--- config.mk ---
export PLATFORM = sky130hd
export DESIGN_NAME = mem_wb_stage
export DESIGN_NICKNAME = d
export VERILOG_FILES = /design/src/rtl/mem_stage_pkg.sv /design/src/rtl/mem_wb_lane_reg.sv /design/src/rtl/mem_wb_stage.sv
export SDC_FILE = /design/constraint.sdc
export NUM_CORES = 1
export LEC_CHECK = 0
export BUFFER_PORTS_ARGS = -buffer_cell sky130_fd_sc_hd__buf_2
export CELL_PAD_IN_SITES_DETAIL_PLACEMENT = 0
export CELL_PAD_IN_SITES_GLOBAL_PLACEMENT = 1
export CORE_MARGIN = 2
export CORE_UTILIZATION = 35
export CTS_CLUSTER_DIAMETER = 80
export DETAILED_ROUTE_END_ITERATION = 6
export PLACE_DENSITY = 0.86
export SYNTH_ARGS = -nofsm -noshare
export SYNTH_HDL_FRONTEND = slang
export SYNTH_SLANG_ARGS = --single-unit
--- constraint.sdc ---
create_clock -name clk -period 5.25 [get_ports clk]
set_clock_uncertainty 0.2 [all_clocks]
set_input_delay 1.575 -clock clk [delete_from_list [all_inputs] [get_ports clk]]
set_output_delay 1.575 -clock clk [all_outputs]
set_load 0.01 [all_outputs]
--- src/rtl/mem_stage_pkg.sv ---
// mem_stage_pkg
//   Shared types for the dual-lane MEM stage: the FSM state encoding, the
//   per-lane bundle carried from the EX/MEM register, and helpers that
//   classify a lane's memory operation.
//   Lane widths are fixed here; a top-level DW/RW override must match them.
package mem_stage_pkg;

  localparam int LANE_DW = 32;
  localparam int LANE_RW = 5;

  typedef enum logic [2:0] {
    IDLE  = 3'd0,
    REQ1  = 3'd1,
    WAIT1 = 3'd2,
    REQ2  = 3'd3,
    WAIT2 = 3'd4,
    DONE  = 3'd5
  } state_t;

  typedef struct packed {
    logic [LANE_DW-1:0] res;
    logic [LANE_DW-1:0] wdata;
    logic [LANE_RW-1:0] rd;
    logic               memread;
    logic               memwrite;
    logic               memtoreg;
    logic               regwrite;
  } lane_t;

  function automatic logic is_mem_op(lane_t l);
    return l.memread | l.memwrite;
  endfunction

  // A lane with both memread and memwrite set behaves as a store.
  function automatic logic is_load(lane_t l);
    return l.memread & ~l.memwrite;
  endfunction

endpackage

--- src/rtl/mem_wb_lane_reg.sv ---
// mem_wb_lane_reg
//   One lane of MEM/WB state: the load buffer that captures returned (or
//   forwarded) load data, the writeback select, and the registered wb_*
//   outputs. Instantiated once per lane by mem_wb_stage.
// Ports
//   clk, reset      clock, synchronous active-high reset
//   i_res           ALU result of the lane (non-load writeback value)
//   i_rd            destination register
//   i_memtoreg      writeback selects the load buffer
//   i_regwrite      lane writes the register file
//   i_ld_en         capture i_ld_data into the load buffer
//   i_ld_data       load data (memory return or forwarded store data)
//   i_commit        this edge commits the lane into the wb_* registers
//   o_wb_data       registered writeback value
//   o_wb_rd         registered writeback register
//   o_wb_regwrite   registered writeback enable (0 on every non-commit edge)
module mem_wb_lane_reg
  import mem_stage_pkg::*;
#(
  parameter int DW = LANE_DW,
  parameter int RW = LANE_RW
) (
  input  logic          clk,
  input  logic          reset,
  input  logic [DW-1:0] i_res,
  input  logic [RW-1:0] i_rd,
  input  logic          i_memtoreg,
  input  logic          i_regwrite,
  input  logic          i_ld_en,
  input  logic [DW-1:0] i_ld_data,
  input  logic          i_commit,
  output logic [DW-1:0] o_wb_data,
  output logic [RW-1:0] o_wb_rd,
  output logic          o_wb_regwrite
);

  logic [DW-1:0] r_ldbuf;
  logic [DW-1:0] r_wb_data;
  logic [RW-1:0] r_wb_rd;
  logic          r_wb_regwrite;

  // Capture and commit never fall on the same edge: capture happens in the
  // REQ/WAIT states, commit only in IDLE (no mem op) or DONE.
  always_ff @(posedge clk) begin
    if (reset) begin
      r_ldbuf       <= '0;
      r_wb_data     <= '0;
      r_wb_rd       <= '0;
      r_wb_regwrite <= 1'b0;
    end else begin
      if (i_ld_en) begin
        r_ldbuf <= i_ld_data;
      end
      if (i_commit) begin
        r_wb_data     <= i_memtoreg ? r_ldbuf : i_res;
        r_wb_rd       <= i_rd;
        r_wb_regwrite <= i_regwrite;
      end else begin
        // Bubble: data and rd hold, only the enable drops.
        r_wb_regwrite <= 1'b0;
      end
    end
  end

  assign o_wb_data     = r_wb_data;
  assign o_wb_rd       = r_wb_rd;
  assign o_wb_regwrite = r_wb_regwrite;

endmodule

--- src/rtl/mem_wb_stage.sv ---
// mem_wb_stage
//   Dual-lane MEM stage between the EX/MEM register and writeback. Both
//   lanes' loads/stores are serialised onto a single-ported data-memory
//   request/grant/rvalid handshake, lane 1 first. Upstream is stalled while
//   memory work is pending; both lanes then commit together into MEM/WB.
// Optional feature (macro MEM_ST_LD_FWD_EN)
//   When defined, a lane 2 load from the exact address stored by lane 1 is
//   satisfied from lane 1's store data and issues no memory request.
//   When undefined, lane 2 reads memory after the lane 1 store completes.
// Ports
//   clk, reset                 clock, synchronous active-high reset
//   i_alu_res_1/_2             lane ALU result, also the byte address
//   i_wdata_1/_2               lane store data
//   i_rd_1/_2                  lane destination register
//   i_memread_1/_2             lane load
//   i_memwrite_1/_2            lane store (wins over memread)
//   i_memtoreg_1/_2            writeback selects load data
//   i_regwrite_1/_2            lane writes the register file
//   o_mem_stall                holds EX/MEM and earlier stages
//   o_dmem_req/we/addr/wdata   memory request, held until i_dmem_gnt
//   i_dmem_gnt                 request accepted this cycle
//   i_dmem_rvalid/rdata        load return
//   o_wb_data/rd/regwrite_1/_2 registered writeback outputs
module mem_wb_stage
  import mem_stage_pkg::*;
#(
  parameter int DW = LANE_DW,
  parameter int RW = LANE_RW
) (
  input  logic          clk,
  input  logic          reset,
  input  logic [DW-1:0] i_alu_res_1,
  input  logic [DW-1:0] i_alu_res_2,
  input  logic [DW-1:0] i_wdata_1,
  input  logic [DW-1:0] i_wdata_2,
  input  logic [RW-1:0] i_rd_1,
  input  logic [RW-1:0] i_rd_2,
  input  logic          i_memread_1,
  input  logic          i_memread_2,
  input  logic          i_memwrite_1,
  input  logic          i_memwrite_2,
  input  logic          i_memtoreg_1,
  input  logic          i_memtoreg_2,
  input  logic          i_regwrite_1,
  input  logic          i_regwrite_2,
  output logic          o_mem_stall,
  output logic          o_dmem_req,
  output logic          o_dmem_we,
  output logic [DW-1:0] o_dmem_addr,
  output logic [DW-1:0] o_dmem_wdata,
  input  logic          i_dmem_gnt,
  input  logic          i_dmem_rvalid,
  input  logic [DW-1:0] i_dmem_rdata,
  output logic [DW-1:0] o_wb_data_1,
  output logic [DW-1:0] o_wb_data_2,
  output logic [RW-1:0] o_wb_rd_1,
  output logic [RW-1:0] o_wb_rd_2,
  output logic          o_wb_regwrite_1,
  output logic          o_wb_regwrite_2
);

  lane_t  w_lane1;
  lane_t  w_lane2;
  state_t r_state;
  state_t w_next;

  logic   w_op1;
  logic   w_op2;
  logic   w_fwd;
  logic   w_pend2;
  logic   w_commit;
  logic   w_ld1;
  logic   w_ld2;
  logic   w_fwd_ld;

  assign w_lane1 = '{res: i_alu_res_1, wdata: i_wdata_1, rd: i_rd_1,
                     memread: i_memread_1, memwrite: i_memwrite_1,
                     memtoreg: i_memtoreg_1, regwrite: i_regwrite_1};
  assign w_lane2 = '{res: i_alu_res_2, wdata: i_wdata_2, rd: i_rd_2,
                     memread: i_memread_2, memwrite: i_memwrite_2,
                     memtoreg: i_memtoreg_2, regwrite: i_regwrite_2};

  assign w_op1 = is_mem_op(w_lane1);
  assign w_op2 = is_mem_op(w_lane2);

`ifdef MEM_ST_LD_FWD_EN
  // Only an effective load on lane 2 can be forwarded; a lane 2 store
  // (even with memread set) must still reach memory.
  assign w_fwd = w_lane1.memwrite & is_load(w_lane2) &
                 (w_lane1.res == w_lane2.res);
`else
  assign w_fwd = 1'b0;
`endif

  // Lane 2 still needs the memory port after lane 1 finishes.
  assign w_pend2 = w_op2 & ~w_fwd;

  always_ff @(posedge clk) begin
    if (reset) begin
      r_state <= IDLE;
    end else begin
      r_state <= w_next;
    end
  end

  always_comb begin
    w_next       = r_state;
    w_commit     = 1'b0;
    w_ld1        = 1'b0;
    w_ld2        = 1'b0;
    w_fwd_ld     = 1'b0;
    o_mem_stall  = 1'b0;
    o_dmem_req   = 1'b0;
    o_dmem_we    = 1'b0;
    o_dmem_addr  = '0;
    o_dmem_wdata = '0;
    case (r_state)
      IDLE: begin
        if (w_op1 | w_op2) begin
          o_mem_stall = 1'b1;
          w_next      = w_op1 ? REQ1 : REQ2;
        end else begin
          w_commit = 1'b1;
        end
      end
      REQ1: begin
        o_mem_stall  = 1'b1;
        o_dmem_req   = 1'b1;
        o_dmem_we    = w_lane1.memwrite;
        o_dmem_addr  = w_lane1.res;
        o_dmem_wdata = w_lane1.wdata;
        if (i_dmem_gnt) begin
          if (w_lane1.memwrite) begin
            w_fwd_ld = w_fwd;
            w_next   = w_pend2 ? REQ2 : DONE;
          end else begin
            w_next = WAIT1;
          end
        end
      end
      WAIT1: begin
        o_mem_stall = 1'b1;
        if (i_dmem_rvalid) begin
          w_ld1  = 1'b1;
          w_next = w_pend2 ? REQ2 : DONE;
        end
      end
      REQ2: begin
        o_mem_stall  = 1'b1;
        o_dmem_req   = 1'b1;
        o_dmem_we    = w_lane2.memwrite;
        o_dmem_addr  = w_lane2.res;
        o_dmem_wdata = w_lane2.wdata;
        if (i_dmem_gnt) begin
          w_next = w_lane2.memwrite ? DONE : WAIT2;
        end
      end
      WAIT2: begin
        o_mem_stall = 1'b1;
        if (i_dmem_rvalid) begin
          w_ld2  = 1'b1;
          w_next = DONE;
        end
      end
      DONE: begin
        w_commit = 1'b1;
        w_next   = IDLE;
      end
      default: begin
        w_next = IDLE;
      end
    endcase
  end

  mem_wb_lane_reg #(.DW(DW), .RW(RW)) u_lane1 (
    .clk           (clk),
    .reset         (reset),
    .i_res         (w_lane1.res),
    .i_rd          (w_lane1.rd),
    .i_memtoreg    (w_lane1.memtoreg),
    .i_regwrite    (w_lane1.regwrite),
    .i_ld_en       (w_ld1),
    .i_ld_data     (i_dmem_rdata),
    .i_commit      (w_commit),
    .o_wb_data     (o_wb_data_1),
    .o_wb_rd       (o_wb_rd_1),
    .o_wb_regwrite (o_wb_regwrite_1)
  );

  // Lane 2's buffer is also the landing point for forwarded store data.
  mem_wb_lane_reg #(.DW(DW), .RW(RW)) u_lane2 (
    .clk           (clk),
    .reset         (reset),
    .i_res         (w_lane2.res),
    .i_rd          (w_lane2.rd),
    .i_memtoreg    (w_lane2.memtoreg),
    .i_regwrite    (w_lane2.regwrite),
    .i_ld_en       (w_ld2 | w_fwd_ld),
    .i_ld_data     (w_fwd_ld ? w_lane1.wdata : i_dmem_rdata),
    .i_commit      (w_commit),
    .o_wb_data     (o_wb_data_2),
    .o_wb_rd       (o_wb_rd_2),
    .o_wb_regwrite (o_wb_regwrite_2)
  );

endmodule

======== Word level (Yosys, flattened, before mapping) ========
Cells that the tools add are included.
word-level totals
  register bits ........................... 143
  latch bits .............................. 0
  RAM bits ................................ 0
  bits in read-only memories .............. 0
  input port bits ......................... 182
  output and inout bits ................... 143
  logic and storage cells ................. 51
  memories ................................ 0
cells by class
  $add $sub $neg .......................... 0
  $mul .................................... 0
  div/mod/pow operators ................... 0
  $lt $le $gt $ge ......................... 0
  equality and inequality tests ........... 10
  shifts and indexed selects .............. 0
  mux-type cells .......................... 23
  bitwise gates (word level) .............. 4
  reduce and logical (&&, ||, !) cells .... 5
operator list
  kind                                                                    number
  32-bit case mux with 2 select lines                                     2
  32-bit two-way mux                                                      2
  3-bit two-way mux                                                       7
  3-bit case mux with 5 select lines                                      1
  2-bit inequality test (second input constant)                           5
  1-bit two-way mux                                                       7
  3-bit by 2-bit equality test with 1-bit output (second input constant)  2
  3-bit equality test (second input constant)                             2
  1-bit case mux with 2 select lines                                      3
  5-bit AND reduction                                                     1
  2-bit OR reduction                                                      2
  4-bit OR reduction                                                      1
  3-bit by 1-bit equality test with 1-bit output (second input constant)  1
  3-bit logical NOT                                                       1
  1-bit bitwise OR                                                        3
  2-bit two-way mux                                                       1
  1-bit inverter                                                          1

======== Depth between registers and ports, before layout ========
Gate-level depths: netlist of the first run.
  word-level depth ........................ 6
  gate-level depth with buffers ........... 7
  mapped depth without buffers ............ 4

======== Cells and area by module ========
Synthesis of the first run repeated with hierarchy kept, for this count alone.
unflattened totals
  cell total of the unflattened synthesis .. 652
  area total of the unflattened synthesis .. 6,487.5 um^2
modules (own cells, without submodules)
  module           instances  cells each  area each (um^2)  seq. area each (um^2)
  mem_wb_lane_reg  2          265         2,767.7           1,401.3
  mem_wb_stage     1          122         952.2             60.1

======== Worst setup path after synthesis of the first run ========
OpenSTA, ideal clock, no wires.
  kind .................................... input-to-output
  start ................................... input port i_memread_2
  end ..................................... output port o_mem_stall
  data arrival time ....................... 2.405 ns
  data required time ...................... 3.475 ns
  setup slack ............................. 1.070 ns
  stages .................................. 4
  path buffers ............................ 1
  cells stage by stage .................... or4_1 buf_2 nor2_1 nor2_1
on the way
  word-level cells in the longest chain between the ends .. 4
ends and longest elaborated chain
  what                                RTL line             RTL
  from (decl)                         mem_wb_stage.sv:39   input logic i_memread_2,
  1-bit bitwise OR                    mem_stage_pkg.sv:31  return l.memread | l.memwrite;
  1-bit bitwise OR                    mem_wb_stage.sv:119  if (w_op1 | w_op2) begin
  1-bit two-way mux                   mem_wb_stage.sv:119
  1-bit case mux with 2 select lines  mem_wb_stage.sv:117  case (r_state)
  to (decl)                           mem_wb_stage.sv:46   output logic o_mem_stall,
Every way passes these cells.

======== Final worst setup path of the first run ========
Same ends and word-level chain as after synthesis.

==> results of run 1 <==
## report_power, final
group | switching, mW | internal (mW) | leakage, nW
Clock | 0.507 | 0.821 | 0.305
Combinational | 0.847 | 0.659 | 2.60
Sequential | 0.179 | 1.23 | 1.16
Total | 1.53 | 2.71 | 4.06
## worst min path at each step
stage	end	cells after the start
final	u_lane2.r_ldbuf[4]	2
after CTS	u_lane2.r_ldbuf[4]	2
after floorplan	u_lane1.r_ldbuf[0]	2
after detailed placement	u_lane1.r_ldbuf[7]	2
after global placement	u_lane2.r_ldbuf[0]	2
after global routing	u_lane2.r_ldbuf[4]	2
## sequential cells by signal (all words and copies together) (netlist names)
signal / count
u_lane1.o_wb_data: 32
u_lane1.r_ldbuf: 32
u_lane2.o_wb_data: 32
u_lane2.r_ldbuf: 32
u_lane1.o_wb_rd: 5
u_lane2.o_wb_rd: 5
r_state: 3
u_lane1.o_wb_regwrite: 1
u_lane2.o_wb_regwrite: 1
## synth_stat cells (5+ instances only)
cell      number
buf_2         23
dfxtp_1      143
nand2_1      129
a21oi_1       73
mux2i_1      129
a221o_1        9
inv_1         12
o22ai_1       14
nor2_1       136
a31oi_1        5
clkbuf_1      48
o21ai_0       10
a211oi_1      64
## cell usage in the layout, fill, tap and decap left out, types with 2 or more instances in the layout
cell and n:
nand2_1 129, buf_12 4, a221o_1 9, a211oi_2 2, inv_8 2, mux2i_1 129
bufinv_16 4, or3_1 2, a21oi_1 73, nand3b_1 2, dfxtp_1 142, inv_1 12
and3b_1 2, o22ai_1 14, buf_4 10, a31oi_1 5, a211oi_1 64, clkinvlp_4 3
nor2_1 136, nand2b_1 2, clkbuf_16 17, buf_2 323, o21ai_0 10, inv_6 3
## through the flow
stage | area (µm²) | worst slack [ps] | std cells | hold WS, ps | util
detailed placement | 8630 | 737 | 1350 | 247 | 0.446
finish | 9280 | 732 | 1383 | 253 | 0.480
global route | 9270 | 691 | 1382 | 267 | 0.480
global placement | 8630 | 744 | 1350 | 241 | 0.446
CTS | 9270 | 735 | 1382 | 255 | 0.480
floorplan | 6830 | 1070 | 824 | 236 | -
## layer usage
layer	up-vias	part of all wire
met5	-	0
met4	0	0.014
met3	26	0.055
met2	196	0.48
met1	3162	0.45
li1	3432	-
## cell type report
cell class                      instances  area, µm²  share of cell area
Timing Repair Buffer                  337       1770               0.191
Sequential cell                       143       2870               0.309
Multi-Input combinational cell        592       3610               0.389
Antenna cell                            1       2.50            0.000270
Clock inverter                         13        200              0.0216
Clock buffer                           19        443              0.0477
Tap cell                              265        332              0.0357
Inverter                               13       48.8             0.00526
## critical path: cells and delay by family
family,cells,cell delay (ps)
buf+inv,2,240
simple gates,3,930
## cell families after synthesis
logic type | count (synthesis)
simple gates | 280
compound gates | 183
flops | 143
mux | 129
buf+inv | 89
==> results_dict.tcl, run 1 <==
set metrics [dict create \
    status "finished, final reports clean" \
    endpoint "o_mem_stall" \
    first_iter_violations 253 \
    layout.nets 1286 \
    grt_start_max_net_pins 75 \
    worstSetupEndpointType "output port" \
    die_h_um 144 \
    cts_resized 0 \
    clockBufferDepth 2 \
    synth_edf_count 0 \
    synth_simple_gate_area_frac 0.163 \
    synth_top_area_share 0.419 \
    dp_hpwl_um 15000 \
    fmax_mhz 221 \
    cts_tree "built" \
    grt-busiest-layer "met2" \
    critPathLaunchType "primary input" \
    ant_nets 0 \
    use_met2 0.349 \
    crit_required_ps 3480 \
    nFillCells 1953 \
    viasPerCell 4.93 \
    final-setup-viol-count 0 \
    grt.met1_usage 0.264 \
    rsz0062_at_grt "no" \
    cp_max_fo 8 \
    htreeDepth 4 \
    hold_viol_final 0 \
    io_pins 325 \
    synth_fp_nets 1006 \
    slowest_delay_ps 710 \
    synth.top_cells.by_area "dfxtp_1, mux2i_1, nor2_1, nand2_1, a211oi_1" \
    ys.warnings.count 0 \
    cts_root_buf "clkbuf_16" \
    post-cts-setup-buffers 0 \
    gp_congestion 0.756 \
    wl_per_cell_um 15.8 \
    crit_chain "buf_2 > or4_1 > nor2_1 > nor2_1 > buf_2" \
    power_leakage_nw 4.06 \
    max-vdd-ir-drop_mv 0.200 \
    syn2layout_area_growth_pct 35.8 \
    power-per-cell-area_nw_per_um2 458 \
    r2r-start "r_state[2]" \
    overflow 0 \
    drive_above_1_share 0.337 \
    clk_pin_slew_ps 60 \
    synthCells 824 \
    vias 6816 \
    ys_types 34 \
    fin_tns_setup_ps 0 \
    die_w_um 144 \
    min_from "u_lane2.r_ldbuf[4]" \
    muxShareOfSynthArea 0.189 \
    syn_avg_cell_area_um2 8.29 \
    synthFlopType "dfxtp_1" \
    ctsHoldBuffers 0 \
    cts_buffers 17 \
    synth_area_um2 6830 \
    dieArea_um2 20700 \
    yosysTopAreaCell "dfxtp_1" \
    power_mw 4.25 \
    initial_utilization 0.353 \
    slew_headroom 0.246 \
    antenna_found_initial 0 \
    grt_pass1_vias 6386 \
    clock-sinks 143 \
    hold_path_class "reg -> reg" \
    finalWorstPathRequiredPeriod_ps 4520 \
    core_area_um2 19300 \
    drc 0 \
    critPathLaunch "i_memread_2" \
    track_usage 0.208 \
    rrSetupSlack_ps 2110 \
    period_share 0.861 \
    synth_fa_ha_area_frac 0 \
    wirelength_um 21800 \
    tightest_slew_ps 1130 \
    rr_endpoint "u_lane2.r_ldbuf[13]" \
    worst-setup-path-type "in -> out" \
    slew_viol_final 0 \
    synthArstFlopShare 0 \
    drtPass1Iterations 5 \
    grt_pass1_wl_um 33500 \
    yosysSeqAreaShare 0.419 \
    reg2regPathDepth 5 \
    insertion_delay_ps 410 \
    rows 51 \
    ys_ff_latch 143 \
    worstPathArrival_ps 2740 \
    cpMaxStageDelayCell "or4_1" \
    synth_top_family_by_area "multiplexers" \
    synthXorXnorAreaFrac 0 \
    io_buffers 324 \
    synth_compound_area_frac 0.174 \
    cap_violations 0 \
    grtUsageMet3 0.0546 \
]
(Power assumes the default switching activity.)
==> run 2: changes to the inputs <==
- CELL_PAD_IN_SITES_DETAIL_PLACEMENT: 0 -> 1
==> results_dict.tcl, run 2 (synthesis results as in run 1) <==
set metrics [dict create \
    grt_start_max_net_pins 75 \
    viasPerCell 5.09 \
    gp_congestion 0.756 \
    power-per-cell-area_nw_per_um2 459 \
    max-vdd-ir-drop_mv 0.210 \
    critPathLaunchType "primary input" \
    drc 0 \
    p_sw_mw 1.55 \
    worst-setup-path-type "in -> out" \
    period_share 0.858 \
    rsz0062_at_grt "no" \
    fin_tns_setup_ps 0 \
    cts_root_buf "clkbuf_16" \
    dp_cells 1350 \
    intPower_mw 2.70 \
    first_iter_violations 170 \
    die_w_um 144 \
    rows 51 \
    cts_resized 0 \
    finalWorstPathRequiredPeriod_ps 4500 \
    hold-path-cell-count 2 \
    cp_max_fo 8 \
    wl_per_cell_um 17.8 \
    status "finished, final reports clean" \
    clkPwrFrac 0.304 \
    p_comb_frac 0.363 \
    overflow 0 \
    die_h_um 144 \
    clock-sinks 143 \
    io_pins 325 \
    slowest_delay_ps 700 \
    grt_pass1_vias 7133 \
    fmax_mhz 222 \
    insertion_delay_ps 400 \
    track_usage 0.231 \
    power_leakage_nw 4.06 \
    crit_chain "buf_2 > or4_1 > nor2_1 > nor2_1 > buf_2" \
    layout.nets 1286 \
    htreeDepth 4 \
    grt_pass1_wl_um 37600 \
    slew_headroom 0.237 \
    seqPwrFrac 0.333 \
    layout_commonest_cell "buf_2" \
    initial_utilization 0.353 \
    n_antenna_cell 0 \
    clockBufferDepth 2 \
    crit_required_ps 3480 \
    slew_viol_final 0 \
    layout_common_cells "buf_2, dfxtp_1, nor2_1, mux2i_1, nand2_1" \
    wirelength_um 24600 \
    hold_viol_final 0 \
    cpMaxStageDelayCell "or4_1" \
    final-setup-viol-count 0 \
    clk_pin_slew_ps 60 \
    syn2layout_area_growth_pct 35.4 \
    drtPass1Iterations 4 \
    reg2regPathDepth 5 \
    ant_nets 0 \
    tightest_slew_ps 1140 \
    worstPathArrival_ps 2730 \
    io_buffers 324 \
    switching_share 0.365 \
    antenna_found_initial 1 \
    fin_cells 1382 \
    post-cts-setup-buffers 0 \
    cts_tree "built" \
    ctsHoldBuffers 0 \
    vias 7034 \
    cap_violations 0 \
    hold_path_class "reg -> reg" \
    dp_hpwl_um 17300 \
    cts_buffers 17 \
    drive_above_1_share 0.334 \
    core_area_um2 19300 \
    dieArea_um2 20700 \
    worstSetupEndpointType "output port" \
]
==> run 2: changes by cell type in the layout (fill, tap and decap cells not counted) <==
cell	before	now
clkbuf_1	1	4
clkinvlp_4	3	0
clkbuf_8	1	0
clkinv_2	0	1
clkinv_4	1	2
diode_2	1	0
inv_8	2	1
==> run 2: layout make-up <==
cell class	instances	area, µm²
flip-flops and latches	143	2870
fillers	2403	10100
well taps	265	332
inverters	13	48.8
repair buffers	337	1770
clock buffers	21	440
clock inverters	11	180
multi-input cells	592	3610
==> run 2: power by group through the flow <==
stage	logic, mW	registers [mW]	clock network, mW
finish	1.54	1.41	1.29
global route	1.69	1.44	1.37
CTS	1.56	1.41	1.32
detailed placement	1.55	1.43	0
global placement	1.50	1.43	0
floorplan	1.02	1.36	0
==> run 2: stage by stage <==
step           utilization  area (µm²)  power (mW)  hold slack (ps)  setup slack (ps)
2_1_floorplan            -        6830        2.39              236              1070
3_3_place_gp         0.446        8630        2.93              241               744
3_5_place_dp         0.446        8630        2.98              248               738
4_1_cts              0.478        9250        4.29              257               738
5_1_grt              0.478        9250        4.49              271               675
6_report             0.478        9250        4.25              257               746
==> run 2: per-layer routing <==
| metal | share of wire | wire, µm | track usage |
|---|---|---|---|
| met1 | 0.42 | 10300 | 0.273 |
| met2 | 0.51 | 12600 | 0.412 |
| met3 | 0.053 | 1290 | 0.0650 |
| met4 | 0.012 | 303 | 0.0583 |
| met5 | 0.00053 | 13 | 0 |
==> run 2: worst max-delay path: cells and delay by family <==
kind                   cells  cell delay (ps)
AND/OR/NAND/NOR            3              900
buffers and inverters      2              240
==> run 2: path summary, 6_finish.rpt <==
kind,start,endpoint,slack [ps]
worst min-delay path,u_lane1.r_ldbuf[27],u_lane1.r_ldbuf[27],260
worst min register to register,u_lane1.r_ldbuf[27],u_lane1.r_ldbuf[27],260
worst max register to register,r_state[2],u_lane2.r_ldbuf[19],2080
worst max-delay path,i_memread_2,o_mem_stall,750
